--- src/rtl/ml_qpi_pkg.sv ---
// rtl/ml_qpi_pkg.sv - shared types and opcodes for the ml_* QPI responder
package ml_qpi_pkg;

  typedef enum logic [2:0] {
    IDLE,
    CMD,
    RECV,
    DUMMY,
    SEND
  } state_t;

  localparam int         CMD_READ_BIT = 7;
  localparam logic [7:0] CMD_WRITE    = 8'h20;
  localparam logic [7:0] CMD_READ     = 8'h80;
  localparam logic [7:0] CMD_STATUS   = 8'h85;

  function automatic logic is_read_cmd(input logic [7:0] cmd);
    return cmd[CMD_READ_BIT];
  endfunction

endpackage

--- src/rtl/ml_qpi_sync.sv ---
// rtl/ml_qpi_sync.sv - two-flop synchroniser and ml_clk edge detector
// Brings the host-driven QPI pins into the clk domain.
module ml_qpi_sync (
  input  logic       clk,
  input  logic       reset,
  input  logic       i_ml_clk,
  input  logic       i_ml_csb,
  input  logic [3:0] i_ml_io,
  output logic       o_clk_rise,
  output logic       o_clk_fall,
  output logic       o_csb_s,
  output logic [3:0] o_io_s
);

  logic [2:0] r_clk_sync;
  logic [1:0] r_csb_sync;
  logic [3:0] r_io_s1;
  logic [3:0] r_io_s2;

  // csb flops come out of reset deasserted so no frame appears to start
  always_ff @(posedge clk) begin
    if (reset) begin
      r_clk_sync <= '0;
      r_csb_sync <= 2'b11;
      r_io_s1    <= '0;
      r_io_s2    <= '0;
    end else begin
      r_clk_sync <= {r_clk_sync[1:0], i_ml_clk};
      r_csb_sync <= {r_csb_sync[0], i_ml_csb};
      r_io_s1    <= i_ml_io;
      r_io_s2    <= r_io_s1;
    end
  end

  assign o_clk_rise = r_clk_sync[1] & ~r_clk_sync[2];
  assign o_clk_fall = ~r_clk_sync[1] & r_clk_sync[2];
  assign o_csb_s    = r_csb_sync[1];
  assign o_io_s     = r_io_s2;

endmodule

--- src/rtl/ml_qpi_target.sv ---
// rtl/ml_qpi_target.sv - QPI responder: oversampled deserialiser and read serialiser
// Host writes land on rx_*; read-class commands stream tx_data back nibble by nibble.
module ml_qpi_target
  import ml_qpi_pkg::*;
#(
  parameter int DUMMY_CYCLES = 2
) (
  input  logic       clk,
  input  logic       reset,
  input  logic       ml_clk_in,
  input  logic       ml_csb_in,
  input  logic [3:0] ml_io_in,
  output logic [3:0] ml_io_out,
  output logic       ml_io_oe,
  output logic       rx_valid,
  output logic [7:0] rx_data,
  output logic       rx_first,
  input  logic [7:0] tx_data,
  output logic       tx_ack,
  output logic       busy,
  input  logic       irq_in,
  input  logic       err_in,
  output logic       ml_irq,
  output logic       ml_err
);

  localparam logic [3:0] DUMMY_INIT = 4'(DUMMY_CYCLES);
  localparam bit         SKIP_DUMMY = (DUMMY_CYCLES == 0);

  logic       w_rise;
  logic       w_fall;
  logic       w_csb_s;
  logic [3:0] w_io_s;
  logic [7:0] w_byte;
  state_t     r_state;
  state_t     w_next_state;

  logic       r_phase;
  logic [3:0] r_hi;
  logic [3:0] r_lo;
  logic [3:0] r_cnt;
  logic [3:0] r_io_out;
  logic       r_rx_valid;
  logic       r_rx_first;
  logic [7:0] r_rx_data;
  logic       r_tx_ack;
  logic       r_irq;
  logic       r_err;
  logic       r_armed;
  logic [1:0] r_settle;

  ml_qpi_sync u_sync (
    .clk        (clk),
    .reset      (reset),
    .i_ml_clk   (ml_clk_in),
    .i_ml_csb   (ml_csb_in),
    .i_ml_io    (ml_io_in),
    .o_clk_rise (w_rise),
    .o_clk_fall (w_fall),
    .o_csb_s    (w_csb_s),
    .o_io_s     (w_io_s)
  );

  assign w_byte = {r_hi, w_io_s};

  always_ff @(posedge clk) begin
    if (reset) r_state <= IDLE;
    else       r_state <= w_next_state;
  end

  always_comb begin
    w_next_state = r_state;
    case (r_state)
      IDLE: begin
        if (r_armed && !w_csb_s) w_next_state = CMD;
      end
      CMD: begin
        if (w_rise && r_phase) begin
          if (!is_read_cmd(w_byte)) w_next_state = RECV;
          else if (SKIP_DUMMY)      w_next_state = SEND;
          else                      w_next_state = DUMMY;
        end
      end
      DUMMY: begin
        if (w_rise && r_cnt == 4'd1) w_next_state = SEND;
      end
      default: ;
    endcase
    if (r_state != IDLE && w_csb_s) w_next_state = IDLE;
  end

  // r_armed needs a genuine csb-high sample after the sync pipeline refills,
  // so a reset in mid-frame never rejoins that frame part-way through.
  always_ff @(posedge clk) begin
    if (reset) begin
      r_phase    <= 1'b0;
      r_hi       <= '0;
      r_lo       <= '0;
      r_cnt      <= '0;
      r_io_out   <= '0;
      r_rx_valid <= 1'b0;
      r_rx_first <= 1'b0;
      r_rx_data  <= '0;
      r_tx_ack   <= 1'b0;
      r_irq      <= 1'b0;
      r_err      <= 1'b0;
      r_armed    <= 1'b0;
      r_settle   <= '0;
    end else begin
      r_rx_valid <= 1'b0;
      r_rx_first <= 1'b0;
      r_tx_ack   <= 1'b0;
      r_irq      <= irq_in;
      r_err      <= err_in;
      r_settle   <= {r_settle[0], 1'b1};
      if (r_settle[1] && w_csb_s)  r_armed <= 1'b1;
      else if (r_state != IDLE)    r_armed <= 1'b0;
      if (r_state == IDLE) begin
        r_phase  <= 1'b0;
        r_io_out <= '0;
      end
      if (!w_csb_s) begin
        case (r_state)
          CMD, RECV: begin
            if (w_rise) begin
              if (!r_phase) begin
                r_hi <= w_io_s;
              end else begin
                r_rx_valid <= 1'b1;
                r_rx_first <= (r_state == CMD);
                r_rx_data  <= w_byte;
              end
              r_phase <= ~r_phase;
            end
          end
          DUMMY: begin
            if (w_rise) r_cnt <= r_cnt - 4'd1;
          end
          SEND: begin
            if (w_fall) begin
              if (!r_phase) begin
                r_lo     <= tx_data[3:0];
                r_io_out <= tx_data[7:4];
                r_tx_ack <= 1'b1;
              end else begin
                r_io_out <= r_lo;
              end
              r_phase <= ~r_phase;
            end
          end
          default: ;
        endcase
      end
      if (r_state == CMD && w_next_state == DUMMY) r_cnt <= DUMMY_INIT;
    end
  end

  assign ml_io_out = r_io_out;
  assign ml_io_oe  = (r_state == SEND);
  assign rx_valid  = r_rx_valid;
  assign rx_first  = r_rx_first;
  assign rx_data   = r_rx_data;
  assign tx_ack    = r_tx_ack;
  assign busy      = (r_state != IDLE);
  assign ml_irq    = r_irq;
  assign ml_err    = r_err;

endmodule

--- config.mk ---
export PLATFORM = sky130hd
export DESIGN_NAME = ml_qpi_target
export DESIGN_NICKNAME = d
export VERILOG_FILES = /design/src/rtl/ml_qpi_pkg.sv /design/src/rtl/ml_qpi_sync.sv /design/src/rtl/ml_qpi_target.sv
export SDC_FILE = /design/constraint.sdc
export NUM_CORES = 1
export LEC_CHECK = 0
export ABC_AREA = 1
export CAP_MARGIN = 20
export CORE_ASPECT_RATIO = 0.6
export CORE_MARGIN = 4
export CORE_UTILIZATION = 50
export DETAILED_ROUTE_END_ITERATION = 8
export PLACE_DENSITY = 0.74
export SYNTH_ARGS = -nofsm -noshare
export SYNTH_HDL_FRONTEND = slang
export SYNTH_SLANG_ARGS = --single-unit
export TNS_END_PERCENT = 50
--- constraint.sdc ---
create_clock -name clk -period 2 [get_ports clk]
set_clock_uncertainty 0.2 [all_clocks]
set_input_delay 0.4 -clock clk [delete_from_list [all_inputs] [get_ports clk]]
set_output_delay 0.4 -clock clk [all_outputs]
set_load 0.01 [all_outputs]
# After elaboration in Yosys (flattened, before gate mapping)
# Cells that the tools add are included.
# classes
n_addsub	1
bitwise_logic	10
n_mux	25
n_eq_ne	7
reduce_logical	22
# ops
op	n
4-bit two-way mux	5
3-bit two-way mux	4
4-bit AND reduction	3
1-bit two-way mux	10
3-bit by 2-bit == test with 1-bit output (second input constant)	3
3-bit one-hot mux with 3 select lines	1
2-bit two-way mux	4
1-bit inverter	8
4-bit OR reduction	2
1-bit logical AND	6
3-bit AND reduction	2
2-bit nonzero test	3
5-bit OR reduction	1
4-bit by 1-bit == test with 1-bit output (second input constant)	1
2-bit OR reduction	2
4-bit by 1-bit subtractor with 4-bit output (second input constant)	1
3-bit by 1-bit == test with 1-bit output (second input constant)	1
3-bit == test (second input constant)	1
3-bit zero test	1
3-bit nonzero test	1
1-bit AND	2
2-bit inequality test (second input constant)	1
1-bit one-hot mux with 2 select lines	1
1-bit zero test	1
# totals
word_cells	85
register_bits	49
output_inout_bits	19
inputBits	18

# Logic depth before layout (Yosys ltp)
# Gate-level depths: netlist (run 1).
# logic_depth
ltp_word	10
ltp_mapped	10
ltp_nobuf	10

# Cells and area by module
# Synthesis (run 1) repeated with hierarchy kept, for this count alone.
# unflattened
cells_unflattened	255
hier_area_um2	1966.9
# modules_own_cells
module	n_inst	area_each_um2	seq_area_each_um2	cells_per_inst
ml_qpi_target	1	1582.8	720.7	211
ml_qpi_sync	1	384.1	260.2	44

# Worst setup path before layout (run 1)
# OpenSTA, ideal clock, no wires.
# synth_path
path_kind	reg-to-reg
from	reg r_state[0]
to	reg r_cnt[0]
synth_period_minus_slack_ns	1.464
required_ns	1.681
arrival_time_ns	1.144
path_stages_with_launch	9
setup_ns	0.119
setup_slack_ns	0.536
n_path_buf	0
path_cell_list	dfxtp_1 -> inv_1 -> nand2_4 -> nor2_4 -> nor2_1 -> nor2_2 -> nand3_1 -> o21ai_1 -> nor2_1
# synth_via
elab_chain_cells	6
elab_cells_between_ends	14
cone_classes	eq/ne (3); mux (5); reduce/logical (6)
# synth_lines
item	line	rtl
start, declared	ml_qpi_target.sv:35	state_t r_state;
start signal, assigned	ml_qpi_target.sv:68	else r_state <= w_next_state;
3-bit by 2-bit == test with 1-bit output (tied with other cells)	ml_qpi_target.sv:73, ml_qpi_target.sv:123	
3-bit one-hot mux with 3 select lines or 1-bit logical AND (tied branches)	ml_qpi_target.sv:73, ml_qpi_target.sv:89	
3-bit two-way mux	ml_qpi_target.sv:89	if (r_state != IDLE && w_csb_s) w_next_state = IDLE;
3-bit by 2-bit == test with 1-bit output	ml_qpi_target.sv:154	if (r_state == CMD && w_next_state == DUMMY) r_cnt <= DUMMY_INIT;
1-bit logical AND	ml_qpi_target.sv:154	
2-bit OR reduction (no line)	n/a	
end signal, assigned	ml_qpi_target.sv:137	if (w_rise) r_cnt <= r_cnt - 4'd1;
end, declared	ml_qpi_target.sv:41	logic [3:0] r_cnt;
# Several ways; a longest one is shown, not always the timed one.
# A chain may end at the register's enable or synchronous reset.

# Final worst setup path (run 1)
# layout_path
from	reg r_state[1]
to	out busy
# layout_via
elab_chain_cells	1
# layout_lines
item	line	rtl
3-bit nonzero test	ml_qpi_target.sv:164	assign busy = (r_state != IDLE);
end, declared	ml_qpi_target.sv:20	output logic busy,
# Every way passes these cells.

==> results of run 1 <==
power groups by stage:
stage	Combinational (µW)	Sequential [µW]	Clock, µW
after floorplan	41.9	1020	0
after global placement	93.1	1020	0
after detailed placement	93.8	1020	0
after CTS	94.5	1000	638
after global routing	106	1000	668
final	95.0	1000	624
metal layers:
metal  part of all wire [%]  wire (µm)  vias to the layer above
met5                      0          0                        -
met4                   0.86         34                        0
met3                    9.8        388                        4
met2                     38       1500                       46
met1                     52       2050                      702
li1                       -          -                      840
cells in the mapped netlist, drive strengths merged:
cell type | count | area share (%)
nand2 | 24 | 5.2
a21oi | 14 | 3.6
xor2 | 1 | 0.45
buf | 2 | 0.97
inv | 40 | 8.0
o21ai | 25 | 6.5
or2 | 2 | 0.65
xnor2 | 2 | 0.91
o22ai | 1 | 0.32
clkbuf | 5 | 0.97
nand3 | 11 | 4.0
dfxtp | 49 | 51
ha | 2 | 1.3
nor3 | 1 | 0.26
nand4 | 2 | 1.4
a31oi | 1 | 0.32
nor2 | 62 | 14
cells by family after synthesis:
group	Yosys count	share of synthesized area, %
AOI/OAI and AO/OA	41	10.8
xor gates and xnor gates	3	1.36
adders and majority gates	2	1.30
buffers and inverters	47	9.99
DFF	49	50.8
and+or+nand+nor	102	25.7
critical path, stage by stage (launching register included):
cell and delay, ns:
dfxtp_2 0.35, inv_1 0.12, nand2_4 0.10, nor2_4 0.13
inv_2 0.04, dlygate4sd2_1 0.28
area by class of cell:
type | instances | area [µm²] | area share [%]
Tap cell | 47 | 58.8 | 2.40
Multi-Input combinational cell | 148 | 756 | 30.8
Timing Repair Buffer | 42 | 403 | 16.4
Clock buffer | 5 | 68.8 | 2.80
Clock inverter | 3 | 28.8 | 1.17
Sequential cell | 49 | 985 | 40.1
Inverter | 40 | 155 | 6.32
sequential cells by signal, indices dropped and copies added, names as in the netlist:
signal             flops
r_settle               2
ml_io_out              4
rx_data                8
u_sync.r_csb_sync      2
r_state                3
r_cnt                  4
ml_irq                 1
tx_ack                 1
r_armed                1
r_lo                   4
u_sync.o_io_s          4
u_sync.r_clk_sync      3
rx_valid               1
u_sync.r_io_s1         4
r_phase                1
ml_err                 1
rx_first               1
r_hi                   4
worst paths after layout:
check,endpoint,cells after the start,startpoint,slack (ns)
setup reg to reg,r_cnt[2],9,r_state[1],0.24
hold reg to reg,u_sync.r_clk_sync[1],2,u_sync.r_clk_sync[0],0.20
hold / removal,u_sync.r_clk_sync[1],2,u_sync.r_clk_sync[0],0.20
setup / recovery,busy,5,r_state[1],0.06
cell usage in the layout (no fill, tap or decap), drive strengths merged:
| cell type | instances |
|---|---|
| o22ai | 1 |
| o21ai | 25 |
| nand2 | 24 |
| nor3 | 1 |
| a31oi | 1 |
| xor2 | 1 |
| a21oi | 14 |
| buf | 6 |
| nand4 | 2 |
| dfxtp | 49 |
| clkinv | 1 |
| nand3 | 11 |
| xnor2 | 2 |
| clkdlybuf4s50 | 34 |
| nor2 | 62 |
| inv | 42 |
| dlygate4sd2 | 2 |
| clkbuf | 5 |
| or2 | 2 |
| ha | 2 |
stage by stage:
stage	cell area (µm²)	instances	worst slack (ns)
after floorplan	1930	244	0.536
after global placement	2350	325	0.154
after detailed placement	2350	325	0.112
after CTS	2450	333	0.0423
after global routing	2450	334	0.00447
final	2450	334	0.0638
what timing repair did:
action | in CTS | in global routing
pin swaps | 0 | 1
buffers inserted | 0 | 1
gates resized for setup | 6 | 0
endpoints found under the setup margin | 2 | 1
==> flow_summary_export.csv, run 1 <==
group,metric,value,unit
routing,viasPerCell,4.77,
cts,cts-root-buf,"clkbuf_8",
global_routing,grtUsageMet3,8.14,%
cts,cts_sinks,49,
routing,wl_per_cell,11.9,µm
floorplanning,ios,37,
placed_design,gp_congestion,0.928,
cts,cts_buffer_depth,2,
global_routing,grt_max_degree,22,
power_and_ir_drop,vdd_drop_max,0.445,mV
routing,vias,1592,
global_routing,global_route.usage.total,17.2,%
layout,syn2layout_area_growth,27.2,%
floorplanning,rows,17,
worst_setup_path,criticalPathCategory,"register to output pin",
global_routing,grt_use_met2,22.7,%
global_routing,top_usage_layer,"met1",
power_and_ir_drop,power,1720,µW
cts,cts_tree,"built",
global_routing,grt_overflow_total,0,
hold_path,hp-class,"register to register",
timing,fin_crit,1.94,ns
cts,cts_buffers,5,
logic_synthesis,synth_area,1930,µm²
logic_synthesis,ys_seq_area_share,50.8,%
job,drv_cap,0,
cts,hold_buffers,0,
global_routing,met1_usage,25.0,%
layout,utilization,66.3,%
logic_synthesis,synth_cell_types,29,
routing,totalWireLength,3.97,mm
layout,n_antenna_cell,0,
timing,worst_slew_pin_slew,0.302,ns
routing,drc,0,
timing,setup_viol,0,
global_routing,antenna_found_initial,0,
worst_setup_path,cp-end-kind,"output pin",
logic_synthesis,avgSynthCellArea,7.91,µm²
power_and_ir_drop,netSwitchingFraction,24.0,%
timing,relSlewSlack,79.8,%
timing,slew_viol_final,0,
power_and_ir_drop,seqPwrFrac,58.2,%
outcome,status,"complete, no violations",
placed_design,portBuffers,36,
worst_setup_path,cp-start-kind,"register",
floorplanning,start_util,52.1,%
timing,period_share,96.8,%
placed_design,dp_hpwl,2.84,mm
layout,nFillCells,318,
layout,drive_gt1_share,12.5,%
power_and_ir_drop,clockPowerShare,36.3,%
global_routing,grt_first_pass_wirelength,6.62,mm
floorplanning,dieHeight,56.1,µm
timing,setup_tns,0,ns
logic_synthesis,synth_fp_nets,264,
routing,firstDrtPassIters,4,
worst_setup_path,cp_max_fo,5,
routing,drtIter0Drc,79,
timing,rsz0062_at_grt,"no",
cts,clkTransAtPathRegs,0.10,ns
floorplanning,coreArea,3700,µm²
power_and_ir_drop,p_int,1310,µW
worst_setup_path,required,1.40,ns
logic_synthesis,yosysWarnings,0,
power_and_ir_drop,leakage,0.00105,µW
floorplanning,die_area,4950,µm²
layout,layout.nets,306,
power_and_ir_drop,p_switching,412,µW
cts,clk_latency,0.31,ns
logic_synthesis,syn_inst,244,
logic_synthesis,synth_seq_cells,49,
power_and_ir_drop,pwr_density_cell,700,nW/µm²
floorplanning,die_x,88.2,µm
power_and_ir_drop,pwr-share-comb,5.5,%
timing,max_freq,0.516,GHz
timing,hold_violations,0,
timing,whs,0.196,ns
global_routing,grt_pass1_vias,1415,
worst_setup_path,arrival,1.34,ns
routing,ant_nets,0,
cts,ctsHtreeMaxLevel,2,
Power figures use the tool's default switching activity.
==> inputs of run 2 (changes only) <==
--- a/config.mk
+++ b/config.mk
@@ -8,7 +8,7 @@
 export ABC_AREA = 1
 export CAP_MARGIN = 20
 export CORE_ASPECT_RATIO = 0.6
-export CORE_MARGIN = 4
+export CORE_MARGIN = 3
 export CORE_UTILIZATION = 50
 export DETAILED_ROUTE_END_ITERATION = 8
 export PLACE_DENSITY = 0.74
==> flow_summary_export.csv, run 2 (same netlist as run 1, synthesis figures left out) <==
group,metric,value,unit
outcome,status,"complete, no violations",
cts,cts_sinks,49,
routing,drc,0,
layout,nFillCells,305,
power_and_ir_drop,vdd_drop_max,0.480,mV
cts,cts_tree,"built",
timing,relSlewSlack,79.4,%
floorplanning,ios,37,
hold_path,hp-class,"register to register",
floorplanning,dieHeight,54.1,µm
timing,period_share,92.4,%
cts,hold_buffers,0,
floorplanning,start_util,55.7,%
routing,drtIter0Drc,94,
cts,cts-root-buf,"clkbuf_8",
timing,hold_violations,0,
worst_setup_path,r2r_slack,0.21,ns
timing,worst_slew_pin_slew,0.307,ns
placed_design,place_area,2350,µm²
routing,ant_nets,0,
hold_path,holdPathStages,2,
hold_path,holdPathEnd,"u_sync.o_io_s[3]",
routing,totalWireLength,3.73,mm
job,drv_cap,0,
global_routing,grt_first_pass_wirelength,6.32,mm
hold_path,hp-start,"u_sync.r_io_s1[3]",
layout,final_common_cell,"nor2_1",
power_and_ir_drop,pwr_density_cell,699,nW/µm²
cts,clk_latency,0.31,ns
cts,cts_buffers,5,
global_routing,grt_max_degree,22,
layout,drive_gt1_share,12.6,%
placed_design,dp_hpwl,2.79,mm
layout,finish.instance_area,2450,µm²
timing,setup_viol,0,
cts,cts_buffer_depth,2,
global_routing,grt_pass1_vias,1414,
timing,max_freq,0.541,GHz
timing,slew_viol_final,0,
worst_setup_path,cp-end-kind,"output pin",
timing,setup_tns,0,ns
floorplanning,rows,16,
worst_setup_path,cp_max_fo,4,
layout,syn2layout_area_growth,26.9,%
global_routing,antenna_found_initial,0,
floorplanning,die_x,86.2,µm
worst_setup_path,r2r-end,"r_cnt[3]",
routing,wl_per_cell,11.3,µm
worst_setup_path,r2r_cells,9,
layout,layout.nets,305,
layout,mostFrequentLayoutCells,"nor2_1, dfxtp_1, clkdlybuf4s50_1",
routing,vias,1553,
timing,worst_slack,0.151,ns
timing,rsz0062_at_grt,"no",
cts,clkTransAtPathRegs,0.10,ns
power_and_ir_drop,leakage,0.00106,µW
worst_setup_path,r2r-start,"r_state[0]",
floorplanning,coreArea,3460,µm²
cts,cts_setup_buffers,0,
global_routing,grt_overflow_total,0,
worst_setup_path,cp-start-kind,"register",
placed_design,gp_congestion,0.872,
routing,firstDrtPassIters,4,
worst_setup_path,required,1.40,ns
layout,n_antenna_cell,0,
worst_setup_path,arrival,1.25,ns
placed_design,portBuffers,36,
worst_setup_path,criticalPathCategory,"register to output pin",
routing,viasPerCell,4.69,
layout,utilization,70.7,%
timing,fin_crit,1.85,ns
cts,cts_resized,6,
placed_design,dp_slack,0.108,ns
global_routing,global_route.usage.total,18.0,%
layout,largest_reg_flops,8,
cts,ctsHtreeMaxLevel,2,
floorplanning,die_area,4660,µm²
[run 2: cell count changes in the layout (fill, tap and decap cells not counted)]
cell | before | now
inv_2 | 4 | 5
buf_4 | 6 | 5
inv_1 | 34 | 33
dlymetal6s2s_1 | 0 | 1
dlygate4sd2_1 | 2 | 1
[run 2: area by class of cell]
type | count | area (µm²) | share of cell area (%)
timing repair buffer | 41 | 399 | 16.3
tap | 45 | 56.3 | 2.30
inverter | 40 | 155 | 6.34
clock inverter | 3 | 28.8 | 1.18
clock buffer | 5 | 68.8 | 2.81
multi-input combinational | 148 | 756 | 30.9
sequential | 49 | 985 | 40.2
[run 2: worst max-delay path by stage]
| stage | from | to | slack [ns] | cells after the start |
|---|---|---|---|---|
| 2_1_floorplan | r_state[0] | r_cnt[0] | 0.54 | 8 |
| 3_3_place_gp | r_state[2] | ml_io_oe | 0.16 | 3 |
| 3_5_place_dp | r_state[1] | busy | 0.11 | 5 |
| 4_1_cts | r_state[0] | busy | -0.13 | 5 |
| 5_1_grt | r_state[0] | ml_io_oe | 0.09 | 4 |
| 6_report | r_state[0] | ml_io_oe | 0.15 | 4 |
[run 2: power by group]
part           total [µW]  internal, µW  switching, µW
Combinational        93.8          51.2           42.6
Clock                 618           262            356
Sequential           1000           993           7.11
[run 2: stage by stage]
stage	std cells	hold WS, ns	total power (µW)
6_report	331	0.205	1710
5_1_grt	331	0.228	1780
4_1_cts	331	0.206	1730
3_5_place_dp	323	0.192	1120
3_3_place_gp	323	0.191	1120
2_1_floorplan	244	0.188	1060
[run 2: metal layers]
metal / global-route usage, % / vias up / routed length [µm]
met5: 0 / - / 0
li1: - / 837 / -
met2: 25.6 / 51 / 1400
met1: 25.0 / 660 / 1950
met3: 5.50 / 5 / 323
met4: 8.81 / 0 / 54
[run 2: worst max-delay path: stages (launching register included)]
cell           delay [ns]
dfxtp_2              0.36
inv_2                0.10
nand2_4              0.09
nor2_4               0.12
dlygate4sd2_1        0.28
==> inputs of run 3 (changes only) <==
--- a/config.mk
+++ b/config.mk
@@ -12,6 +12,7 @@
 export CORE_UTILIZATION = 50
 export DETAILED_ROUTE_END_ITERATION = 8
 export PLACE_DENSITY = 0.74
+export SLEW_MARGIN = 20
 export SYNTH_ARGS = -nofsm -noshare
 export SYNTH_HDL_FRONTEND = slang
 export SYNTH_SLANG_ARGS = --single-unit
==> results of run 3 <==
The final DEF is identical to that of run 2; final timing and power are the same.
